<file path="src/rtl/pts_pkg.sv">
// ---------------------------------------------------------------------------
// pts_pkg -- shared types and constants for the flex_pts_stream serializer.
//
// Contents:
//   pts_state_e : serializer FSM states (IDLE, SHIFT)
//   PAR_BITS    : number of trailing parity bits per word (1 when the
//                 PTS_PARITY_EN macro is defined, otherwise 0)
// ---------------------------------------------------------------------------
package pts_pkg;

    typedef enum logic {
        IDLE  = 1'b0,
        SHIFT = 1'b1
    } pts_state_e;

`ifdef PTS_PARITY_EN
    localparam int PAR_BITS = 1;
`else
    localparam int PAR_BITS = 0;
`endif

endpackage

</file>
<file path="src/rtl/pts_bit_counter.sv">
// ---------------------------------------------------------------------------
// pts_bit_counter -- bit position counter for the serializer.
//
// Ports:
//   clk          : rising-edge clock
//   n_rst        : asynchronous active-low reset
//   clear        : synchronous clear to 0 (priority over count_en)
//   count_en     : advance one position
//   rollover_val : last count value; the next advance wraps to 0
//   count        : current position
//   terminal     : count == rollover_val (current bit is the last one)
// ---------------------------------------------------------------------------
module pts_bit_counter #(
    parameter int W = 4
) (
    input  logic         clk,
    input  logic         n_rst,
    input  logic         clear,
    input  logic         count_en,
    input  logic [W-1:0] rollover_val,
    output logic [W-1:0] count,
    output logic         terminal
);

    assign terminal = (count == rollover_val);

    always_ff @(posedge clk or negedge n_rst) begin
        if (!n_rst) begin
            count <= '0;
        end else if (clear) begin
            count <= '0;
        end else if (count_en) begin
            count <= terminal ? '0 : count + 1'b1;
        end
    end

endmodule

</file>
<file path="src/rtl/flex_pts_stream.sv">
// ---------------------------------------------------------------------------
// flex_pts_stream -- parallel-to-serial streamer with a one-word holding
// register in front of the shift register (two words of buffering).
//
// Handshake: a word is accepted on a rising edge where data_valid and
// data_ready are both 1. data_ready = !hold_full, no combinational path
// from data_valid. The accepted word reaches the shift register on the
// following edge at the earliest; there is no bypass.
//
// Ports:
//   clk, n_rst   : rising-edge clock, asynchronous active-low reset
//   shift_enable : bit-rate strobe, one bit advanced per asserted cycle
//   data_in      : parallel word (NUM_BITS)
//   msb_first    : shift order for the word accepted this cycle
//   data_valid   : producer offers data_in
//   data_ready   : holding register empty
//   serial_out   : serial stream, IDLE_VAL when no word is shifting
//   busy         : a word is in the shift register
//   word_done    : one-cycle pulse after the last bit of a word
//   state_dbg    : current FSM state, for observation only
//
// Configuration: define PTS_PARITY_EN to append one even-parity bit
// (XOR of the data word) after the data bits of every word.
// ---------------------------------------------------------------------------
module flex_pts_stream
    import pts_pkg::*;
#(
    parameter int   NUM_BITS = 8,
    parameter logic IDLE_VAL = 1'b1
) (
    input  logic                clk,
    input  logic                n_rst,
    input  logic                shift_enable,
    input  logic [NUM_BITS-1:0] data_in,
    input  logic                msb_first,
    input  logic                data_valid,
    output logic                data_ready,
    output logic                serial_out,
    output logic                busy,
    output logic                word_done,
    output pts_state_e          state_dbg
);

    // Shift register holds the data bits plus the optional parity bit,
    // arranged so the parity bit is always the last to reach the head.
    localparam int SW = NUM_BITS + PAR_BITS;
    localparam int CW = $clog2(NUM_BITS + 1);
    localparam logic [CW-1:0] LAST_IDX = CW'(SW - 1);

    pts_state_e          state, next_state;
    logic                hold_full;
    logic [NUM_BITS-1:0] hold_data;
    logic                hold_msb;
    logic [SW-1:0]       shift_reg;
    logic [SW-1:0]       load_val;
    logic                cur_msb;
    logic                load;
    logic                advance;
    logic                done_next;
    logic                accept;
    logic [CW-1:0]       bit_cnt;
    logic                last_bit;

    pts_bit_counter #(.W(CW)) u_bit_counter (
        .clk          (clk),
        .n_rst        (n_rst),
        .clear        (load),
        .count_en     (advance),
        .rollover_val (LAST_IDX),
        .count        (bit_cnt),
        .terminal     (last_bit)
    );

    assign data_ready = !hold_full;
    assign accept     = data_valid && !hold_full;
    assign busy       = (state == SHIFT);
    assign state_dbg  = state;
    assign serial_out = (state == SHIFT) ? (cur_msb ? shift_reg[SW-1] : shift_reg[0])
                                         : IDLE_VAL;

    // MSB-first words shift left so the parity bit sits at bit 0;
    // LSB-first words shift right so the parity bit sits at the top.
`ifdef PTS_PARITY_EN
    assign load_val = hold_msb ? {hold_data, ^hold_data} : {^hold_data, hold_data};
`else
    assign load_val = hold_data;
`endif

    always_ff @(posedge clk or negedge n_rst) begin
        if (!n_rst) begin
            state <= IDLE;
        end else begin
            state <= next_state;
        end
    end

    always_comb begin
        next_state = state;
        load       = 1'b0;
        advance    = 1'b0;
        done_next  = 1'b0;
        case (state)
            IDLE: begin
                // shift_enable is irrelevant here: a held word loads at once.
                if (hold_full) begin
                    load       = 1'b1;
                    next_state = SHIFT;
                end
            end
            SHIFT: begin
                if (shift_enable) begin
                    advance = 1'b1;
                    if (last_bit) begin
                        done_next = 1'b1;
                        if (hold_full) begin
                            load = 1'b1;
                        end else begin
                            next_state = IDLE;
                        end
                    end
                end
            end
            default: next_state = IDLE;
        endcase
    end

    // Hold register: acceptance requires it empty before the edge, and a
    // transfer requires it full, so the two never coincide.
    always_ff @(posedge clk or negedge n_rst) begin
        if (!n_rst) begin
            hold_full <= 1'b0;
            hold_data <= '0;
            hold_msb  <= 1'b0;
        end else if (accept) begin
            hold_full <= 1'b1;
            hold_data <= data_in;
            hold_msb  <= msb_first;
        end else if (load) begin
            hold_full <= 1'b0;
        end
    end

    always_ff @(posedge clk or negedge n_rst) begin
        if (!n_rst) begin
            shift_reg <= {SW{IDLE_VAL}};
            cur_msb   <= 1'b0;
            word_done <= 1'b0;
        end else begin
            word_done <= done_next;
            if (load) begin
                shift_reg <= load_val;
                cur_msb   <= hold_msb;
            end else if (advance) begin
                shift_reg <= cur_msb ? {shift_reg[SW-2:0], IDLE_VAL}
                                     : {IDLE_VAL, shift_reg[SW-1:1]};
            end
        end
    end

endmodule
</file>
<file path="config.mk">
export PLATFORM = sky130hd
export DESIGN_NAME = flex_pts_stream
export DESIGN_NICKNAME = d
export VERILOG_FILES = /design/src/rtl/pts_pkg.sv /design/src/rtl/pts_bit_counter.sv /design/src/rtl/flex_pts_stream.sv
export SDC_FILE = /design/constraint.sdc
export NUM_CORES = 1
export LEC_CHECK = 0
export CORE_ASPECT_RATIO = 1.4
export CORE_MARGIN = 1.5
export CORE_UTILIZATION = 55
export DETAILED_ROUTE_END_ITERATION = 7
export PLACE_DENSITY = 0.81
export SETUP_SLACK_MARGIN = 0.5
export SYNTH_ARGS = -nofsm -noshare
export SYNTH_HDL_FRONTEND = slang
export SYNTH_SLANG_ARGS = --single-unit
</file>
<file path="constraint.sdc">
create_clock -name clk -period 2.3 [get_ports clk]
set_input_delay 0.345 -clock clk [delete_from_list [all_inputs] [get_ports clk]]
set_output_delay 0.345 -clock clk [all_outputs]
set_load 0.02 [all_outputs]
</file>
==> out/metrics.sh, run 1 <==
CLOCK_SKEW_NS=0.00194
SYNTH_ENABLE_FLOP_CELLS=0
TRITONCTS_CLOCK_TREE='yes'
POWER.SHARE.SWITCHING_PCT=33.9
POST-SYNTH-TOP-AREA-FRACTION_PCT=36.4
HOLD_VIOL_FINAL=0
ROUTED_WL_UM=2110
SETUP-VIOLATIONS-FINAL=0
GRT_SETUP_UNREPAIRED='no'
CTS_BUFFER_DEPTH=2
FILLCELLCOUNT=169
WORST_MARGIN_SLEW_NS=0.466
NUMBER_OF_WARNINGS_ISSUED_BY_YOSYS=0
CRIT_PATH_START_KIND='register'
WORST_SKEW_PAIR.LATE_LATENCY_NS=0.31
CELLINTERNALPOWER_W=0.000953
SLOWEST_CELL_ON_THE_CRITICAL_PATH='dfstp_2'
SLEW_VIOL_FINAL=0
PATH_BUF_INV=1
POSTCTSSETUPBUFFERS=0
SYNTH_TOP_CELLS_BY_AREA='dfrtp_1 36%, dfstp_2 18%, mux2i_1 6.8%'
NETLIST_INSTANCES=114
SYNTH_SEQUENTIAL_AREA_RATIO_PCT=54.3
TIMING.CRITICAL_PATH.CELLS='mux2i_1, nand2_1, dlygate4sd2_1'
TIMING.CRITICAL_PATH.FANOUT_MAX=3
CP.ARRIVAL_NS=1.36
MAXSLEWHEADROOM_PCT=68.9
SHARE_OF_POWER_BURNED_IN_REGISTERS_PCT=53.9
FINALCRITICALPERIOD_NS=1.71
GRT_PASS1_VIAS=905
NET-SWITCHING-POWER_W=0.000488
NUMBER_OF_SEARCH_AND_REPAIR_ITERATIONS_IN_THE_FIRST_DETAILED_ROUTING_PASS=4
DETAIL_ROUTE.ITER0.VIOLATIONS=9
CTS_ROOT_BUF='clkbuf_4'
DIODES=0
MAXIMUM_NUMBER_OF_PINS_ON_ONE_NET_BEFORE_GLOBAL_ROUTE_REPAIR=26
POST_SYNTH_MOST_FREQUENT_CELLS='17 x dfrtp_1, 14 x nand2_1, 12 x o21ai_0'
SYNTHMOSTINSTANTIATEDCELL='dfrtp_1'
MAX_FREQ_MHz=586
INITIAL_UTILIZATION_PCT=58.6
WORST_IR_DROP_VDD_uV=665
YOSYS_MOST_USED_DFF='dfrtp_1'
GLOBAL_ROUTE.OVERFLOW_TOTAL=0
GR-USAGE-ALL-LAYERS_PCT=20.1
OUTCOME='finished clean'
CP.REQUIRED_NS=1.96
POST_SYNTH_INSTANCE_AREA_SQ_UM=1170
SYNTH.LIB_CELLS_USED.DISTINCT=27
AREA_OCCUPIED_BY_MULTI_INPUT_GATES_SQ_UM=455
DETAILED_PLACE_HPWL_UM=1580
SYNTHARSTFLOPSHARE_PCT=100
TIMING.MAX_CAP.VIOLATIONS=0
ROUTE.DETAILED.DRC=0
P_LEAK_nW=0.598
CLKTRANSATPATHREGS_NS=0.12
NUMBER_OF_ANTENNA_VIOLATIONS_AT_THE_FIRST_CHECK_IN_GLOBAL_ROUTING=0
SYNTH_LARGEST_AREA_CELL='dfrtp_1'
VIASPERCELL=5.71
HTREEDEPTH=1
CRITICAL-PATH-TOP-DELAY-FAMILY='flip-flops'
PLACEABLECOREAREA_SQ_UM=2000
TRITONCTS.NUM_BUFFERS=3
COMBPWRFRAC_PCT=32.9
DIEHEIGHT_UM=57.6
MIN-DELAY-PATH-CLASS='primary input to asynchronous set/reset pin'
DIE_W_UM=42.0
REGTOREGSTARTPOINT='u_bit_counter.count[0]$_DFFE_PN0P_'
SYN2LAYOUT_AREA_GROWTH_PCT=18.7
AVGROUTEDWIREPERCELL_UM=13.7
FINAL_LAYOUT_SIZE_SUFFIX_GT1_SHARE_PCT=14.3
GRT_FIRST_PASS_WIRELENGTH_UM=3700
ANTENNA_LEFT=0
SYN-MEAN-INSTANCE-AREA_SQ_UM=10.3
SETUP.WORST_PATH.START='shift_reg[7]$_DFFE_PN1P_'
FINALNETCOUNT=148
SYNTH.NET_COUNT=128
YS_SEQ_ELEMENTS=25
FINAL_CORE_UTILIZATION_PCT=69.5
END_KIND='primary output'
SHARE_OF_THE_CLOCK_PERIOD_USED_BY_THE_WORST_PATH_PCT=74.1
CRITICAL_PATH.MAX_STAGE_DELAY_NS=0.57
DESIGN.DIE.AREA_SQ_UM=2420
FIN_TNS_SETUP_NS=0
IO_BUFFER_COUNT=17
CRITPATHKIND='register to primary output'
FINALPOWER_W=0.00144
STD_CELL_ROWS=19
CLOCK_SINK_COUNT=25
POWERDENSITY_nW_PER_UM2=1040
P_CLK_SHARE_PCT=13.2
TIMING.REG2REG.SETUP_SLACK_NS=0.71
ROUTE.VIAS.TOTAL=880
REGAREA_SQ_UM=637
ROUTABILITYCONGESTION=0.803
IO-PIN-COUNT=18
metal layers:
metal | vias to the layer above | GRT usage (%) | wire length, um
li1 | 430 | - | -
met1 | 430 | 22.8 | 867
met2 | 15 | 37.3 | 1150
met3 | 5 | 2.22 | 52
met4 | 0 | 9.22 | 46
met5 | - | 0 | 0
logic make-up (layout without fill, tap and decap cells):
family | after synthesis | after routing | synth area share [%]
AND/OR/NAND/NOR | 32 | 32 | 12.6
flip-flops | 25 | 25 | 54.3
multiplexers | 11 | 11 | 9.73
adder cells (fa/ha/maj) | 1 | 1 | 1.07
AO/OA/AOI/OAI | 28 | 28 | 15.5
buffers and inverters | 17 | 36 | 6.74
placed cells by master, fill, tap and decap left out, drive strengths merged, types with 2 or more instances in the layout:
cell,count
mux2,3
a221oi,6
a211oi,2
dfrtp,17
a2111oi,2
dlymetal6s2s,2
nor2,9
nand2,14
dfstp,8
buf,4
clkbuf,4
o21ai,12
a21oi,4
mux2i,8
clkdlybuf4s50,13
inv,11
dlygate4sd2,2
nand2b,2
timing repair:
item,in CTS,in global routing
hold buffers,0,0
gates resized for setup,3,2
setup endpoints to repair,4,2
per-stage QoR:
step	area (sq um)	hold WS [ns]	cells	setup WS [ns]
final	1390	0.376	154	0.595
after detailed placement	1360	0.487	150	0.517
after floorplan	1170	0.0494	114	0.880
after CTS	1380	0.379	154	0.514
after global routing	1390	0.396	154	0.535
after global placement	1360	0.482	150	0.574
path summary, 6_finish.rpt:
| check | to | cells past startpoint |
|---|---|---|
| max in group asynchronous | shift_reg[2]$_DFFE_PN1P_ | 2 |
| min in group clk | shift_reg[4]$_DFFE_PN1P_ | 2 |
| min | u_bit_counter.count[0]$_DFFE_PN0P_ | 2 |
| max | serial_out | 3 |
| max reg2reg | shift_reg[6]$_DFFE_PN1P_ | 4 |
| min reg2reg | shift_reg[4]$_DFFE_PN1P_ | 2 |
layout make-up:
cell class                      count  share of cell area (%)
Clock buffer                        4                    1.89
Inverter                           11                    2.97
Multi-Input combinational cell     72                    32.8
Sequential cell                    25                    45.9
Tap cell                           21                    1.89
Timing Repair Buffer               21                    14.6
power by group through the flow:
stage / logic (W) / clock network [W] / registers, W
3_5_place_dp: 0.000492 / 0 / 0.000785
6_report: 0.000474 / 0.000190 / 0.000776
5_1_grt: 0.000545 / 0.000209 / 0.000797
3_3_place_gp: 0.000471 / 0 / 0.000774
2_1_floorplan: 0.000361 / 0 / 0.000740
4_1_cts: 0.000486 / 0.000199 / 0.000775
(Power assumes the default switching activity.)
==> run 2: changes to the inputs <==
CORE_UTILIZATION = 47   (was 55)
PLACE_DENSITY = 0.74   (was 0.81)
clock period = 1.48 ns   (was 2.3 ns; I/O delays follow)
==> run 2 against run 1 <==
Routed wire length up 42%; utilization up 7.2 points; die area up 16%; combinational power rose to 3.0 times the previous value; flip-flop and latch count unchanged; worst hold slack worse by 0.14 ns; non-clock buffer count up 22; critical path depth up 2; count of clock-buffer cells in the layout down 1; first-iteration DRC count rose to 5.4 times the previous value; power up 100%.
==> out/metrics.sh, run 2 (synthesis results as in run 1) <==
MAXIMUM_NUMBER_OF_PINS_ON_ONE_NET_BEFORE_GLOBAL_ROUTE_REPAIR=26  # unchanged
LAYOUT_COMMONEST_CELL='buf_4'
TIMING.REG2REG.SETUP_SLACK_NS=0.006  # -0.70 ns
GRT_PASS1_VIAS=997  # +10%
MAXSLEWHEADROOM_PCT=78.3  # +9.4 points
IO-PIN-COUNT=18  # unchanged
HOLDBUFCOUNTCTS=0  # unchanged
SLEW_VIOL_FINAL=0  # unchanged
DETAILED_PLACE_HPWL_UM=1710  # +8.3%
CELLINTERNALPOWER_W=0.00186  # +95%
OUTCOME='finished clean'
DIE_W_UM=45.2  # +7.6%
SLOWEST_CELL_ON_THE_CRITICAL_PATH='dfrtp_1'
TIMING.MAX_CAP.VIOLATIONS=0  # unchanged
GRT_SETUP_UNREPAIRED='yes'
CRITICAL_PATH.MAX_STAGE_DELAY_NS=0.44  # -0.13 ns
ROUTED_WL_UM=3000  # +42%
COMBPWRFRAC_PCT=47.7  # +15 points
PLACED_CELL_COUNT=161  # +7.3%
TRITONCTS.NUM_BUFFERS=3  # unchanged
FILLCELLCOUNT=162  # -4.1%
GR-USAGE-ALL-LAYERS_PCT=22.9  # +2.7 points
SHARE_OF_THE_CLOCK_PERIOD_USED_BY_THE_WORST_PATH_PCT=99.6
P_CLK_SHARE_PCT=10.6  # -2.6 points
GRT_FIRST_PASS_WIRELENGTH_UM=4550  # +23%
FINAL_LAYOUT_SIZE_SUFFIX_GT1_SHARE_PCT=49.0  # +35 points
NET-SWITCHING-POWER_W=0.00107  # +120%
END_KIND='register'
CLOCK_SINK_COUNT=25  # unchanged
ROUTABILITYCONGESTION=0.793  # -1.2%
IO_BUFFER_COUNT=17  # unchanged
P_LEAK_nW=0.773  # +29%
INITIAL_UTILIZATION_PCT=49.5  # -9.1 points
NUMBER_OF_SEARCH_AND_REPAIR_ITERATIONS_IN_THE_FIRST_DETAILED_ROUTING_PASS=4  # unchanged
WORST_SKEW_PAIR.LATE_LATENCY_NS=0.33  # +0.02 ns
MIN-DELAY-PATH-CLASS='primary input to asynchronous set/reset pin'
CP.ARRIVAL_NS=1.75  # +0.39 ns
TRITONCTS_CLOCK_TREE='yes'
PLACEABLECOREAREA_SQ_UM=2360  # +18%
CTS_ROOT_BUF='clkbuf_4'
POWERDENSITY_nW_PER_UM2=1610  # +56%
GLOBAL_ROUTE.OVERFLOW_TOTAL=0  # unchanged
CRITICAL-PATH-TOP-DELAY-FAMILY='flip-flops'
CTS_BUFFER_DEPTH=2  # unchanged
DETAIL_ROUTE.ITER0.VIOLATIONS=49  # +40
SETUP-VIOLATIONS-FINAL=0  # unchanged
TIMING.CRITICAL_PATH.FANOUT_MAX=4  # +1
CRIT_PATH_START_KIND='register'
FINALCRITICALPERIOD_NS=1.47
LAYOUT.CELLS.MOST_COMMON_LIST='17 x buf_4, 15 x dfrtp_1, 12 x clkdlybuf4s50_1, 11 x nand2_1, 10 x inv_1'
STD_CELL_ROWS=21  # +2
VIASPERCELL=5.79  # +1.3%
FINALNETCOUNT=170  # +15%
FINALHOLDWORSTSLACK_NS=0.236  # -0.140 ns
PATH_BUF_INV=1  # unchanged
ROUTE.VIAS.TOTAL=1030  # +17%
CLOCK_SKEW_NS=0.0133  # +0.0114 ns
HTREEDEPTH=1  # unchanged
PRE_CTS_WS_NS=-0.0842  # -0.601 ns
WORST_MARGIN_SLEW_NS=0.316  # -0.150 ns
SHARE_OF_POWER_BURNED_IN_REGISTERS_PCT=41.7  # -12 points
DIODES=0  # unchanged
NUMBER_OF_ANTENNA_VIOLATIONS_AT_THE_FIRST_CHECK_IN_GLOBAL_ROUTING=0  # unchanged
HOLD_VIOL_FINAL=0  # unchanged
ANTENNA_LEFT=0  # unchanged
DIEHEIGHT_UM=62.0  # +7.7%
WORST_IR_DROP_VDD_uV=942  # +42%
POWER.SHARE.SWITCHING_PCT=36.5  # +2.6 points
FINISH.CELL_COUNT_WITHOUT_FILLERS=178  # +16%
CRITPATHKIND='register to register'
MAX_FREQ_MHz=678
TIMING.CRITICAL_PATH.CELLS='ha_4, and3b_2, buf_4, a2111oi_4, a211oi_1'
FIN_TNS_SETUP_NS=0  # unchanged
POSTLAYOUTSETUPSLACKWORST_NS=0.00607  # -0.589 ns
CLKTRANSATPATHREGS_NS=0.14  # +0.02 ns
ROUTE.DETAILED.DRC=0  # unchanged
AVGROUTEDWIREPERCELL_UM=16.8  # +23%
CP.REQUIRED_NS=1.75  # -0.21 ns
SYN2LAYOUT_AREA_GROWTH_PCT=55.1
DESIGN.DIE.AREA_SQ_UM=2800  # +16%
==> run 2: repair_timing <==
item	4_1_cts	5_1_grt
resized for setup	54	10
buffers inserted	11	1
cloned	1	0
setup endpoints to repair	30	30
pin swaps	6	2
==> run 2: power by group through the flow <==
stage                     combinational (W)  sequential [W]  clock, W
after global routing                0.00150         0.00125  0.000348
after floorplan                    0.000669         0.00117         0
after detailed placement           0.000966         0.00120         0
final                               0.00140         0.00122  0.000310
after CTS                           0.00128         0.00119  0.000325
after global placement             0.000933         0.00119         0
==> run 2: worst reg2reg max path, stage by stage (launching register included) <==
cell	delay, ns
dfrtp_1	0.44
ha_4	0.19
and3b_2	0.24
buf_4	0.15
a2111oi_4	0.30
a211oi_1	0.09
==> run 2: metal layers <==
| layer | vias to the layer above | GRT usage [%] | part of all wire [%] |
|---|---|---|---|
| li1 | 480 | - | - |
| met1 | 530 | 26.4 | 41 |
| met2 | 15 | 42.4 | 56 |
| met3 | 5 | 1.73 | 1.1 |
| met4 | 0 | 10.1 | 1.4 |
| met5 | - | 0 | 0 |
==> run 2: final timing paths <==
kind	startpoint	end	cells past startpoint
hold reg to reg	hold_data[2]$_DFFE_PN0P_	shift_reg[2]$_DFFE_PN1P_	2
setup reg to reg	u_bit_counter.count[0]$_DFFE_PN0P_	shift_reg[7]$_DFFE_PN1P_	5
hold / removal	n_rst	u_bit_counter.count[0]$_DFFE_PN0P_	2
setup / recovery	u_bit_counter.count[0]$_DFFE_PN0P_	shift_reg[7]$_DFFE_PN1P_	5
max in group asynchronous	n_rst	shift_reg[1]$_DFFE_PN1P_	2
min in group clk	data_in[3]	hold_data[3]$_DFFE_PN0P_	3
==> run 2: cell type report <==
class | instances | area, sq um | area share [%]
clock inverter | 1 | 5.00 | 0.276
sequential | 25 | 638 | 35.2
tap | 23 | 28.8 | 1.59
multi-input combinational | 72 | 632 | 34.8
inverter | 11 | 41.3 | 2.28
timing repair buffer | 43 | 447 | 24.6
clock buffer | 3 | 22.5 | 1.24
==> run 2: stage by stage <==
stage	instance area (sq um)	power [W]	util, %
after floorplan	1240	0.00184	-
after global placement	1480	0.00212	62.5
after detailed placement	1480	0.00216	62.5
after CTS	1760	0.00280	74.3
after global routing	1810	0.00310	76.7
final	1810	0.00293	76.7
==> run 3: changes to the inputs <==
CAP_MARGIN = 20   (was unset)
GPL_ROUTABILITY_DRIVEN = 0   (was unset)
==> results of run 3 <==
Final layout, timing and power as in run 2 (identical DEF).
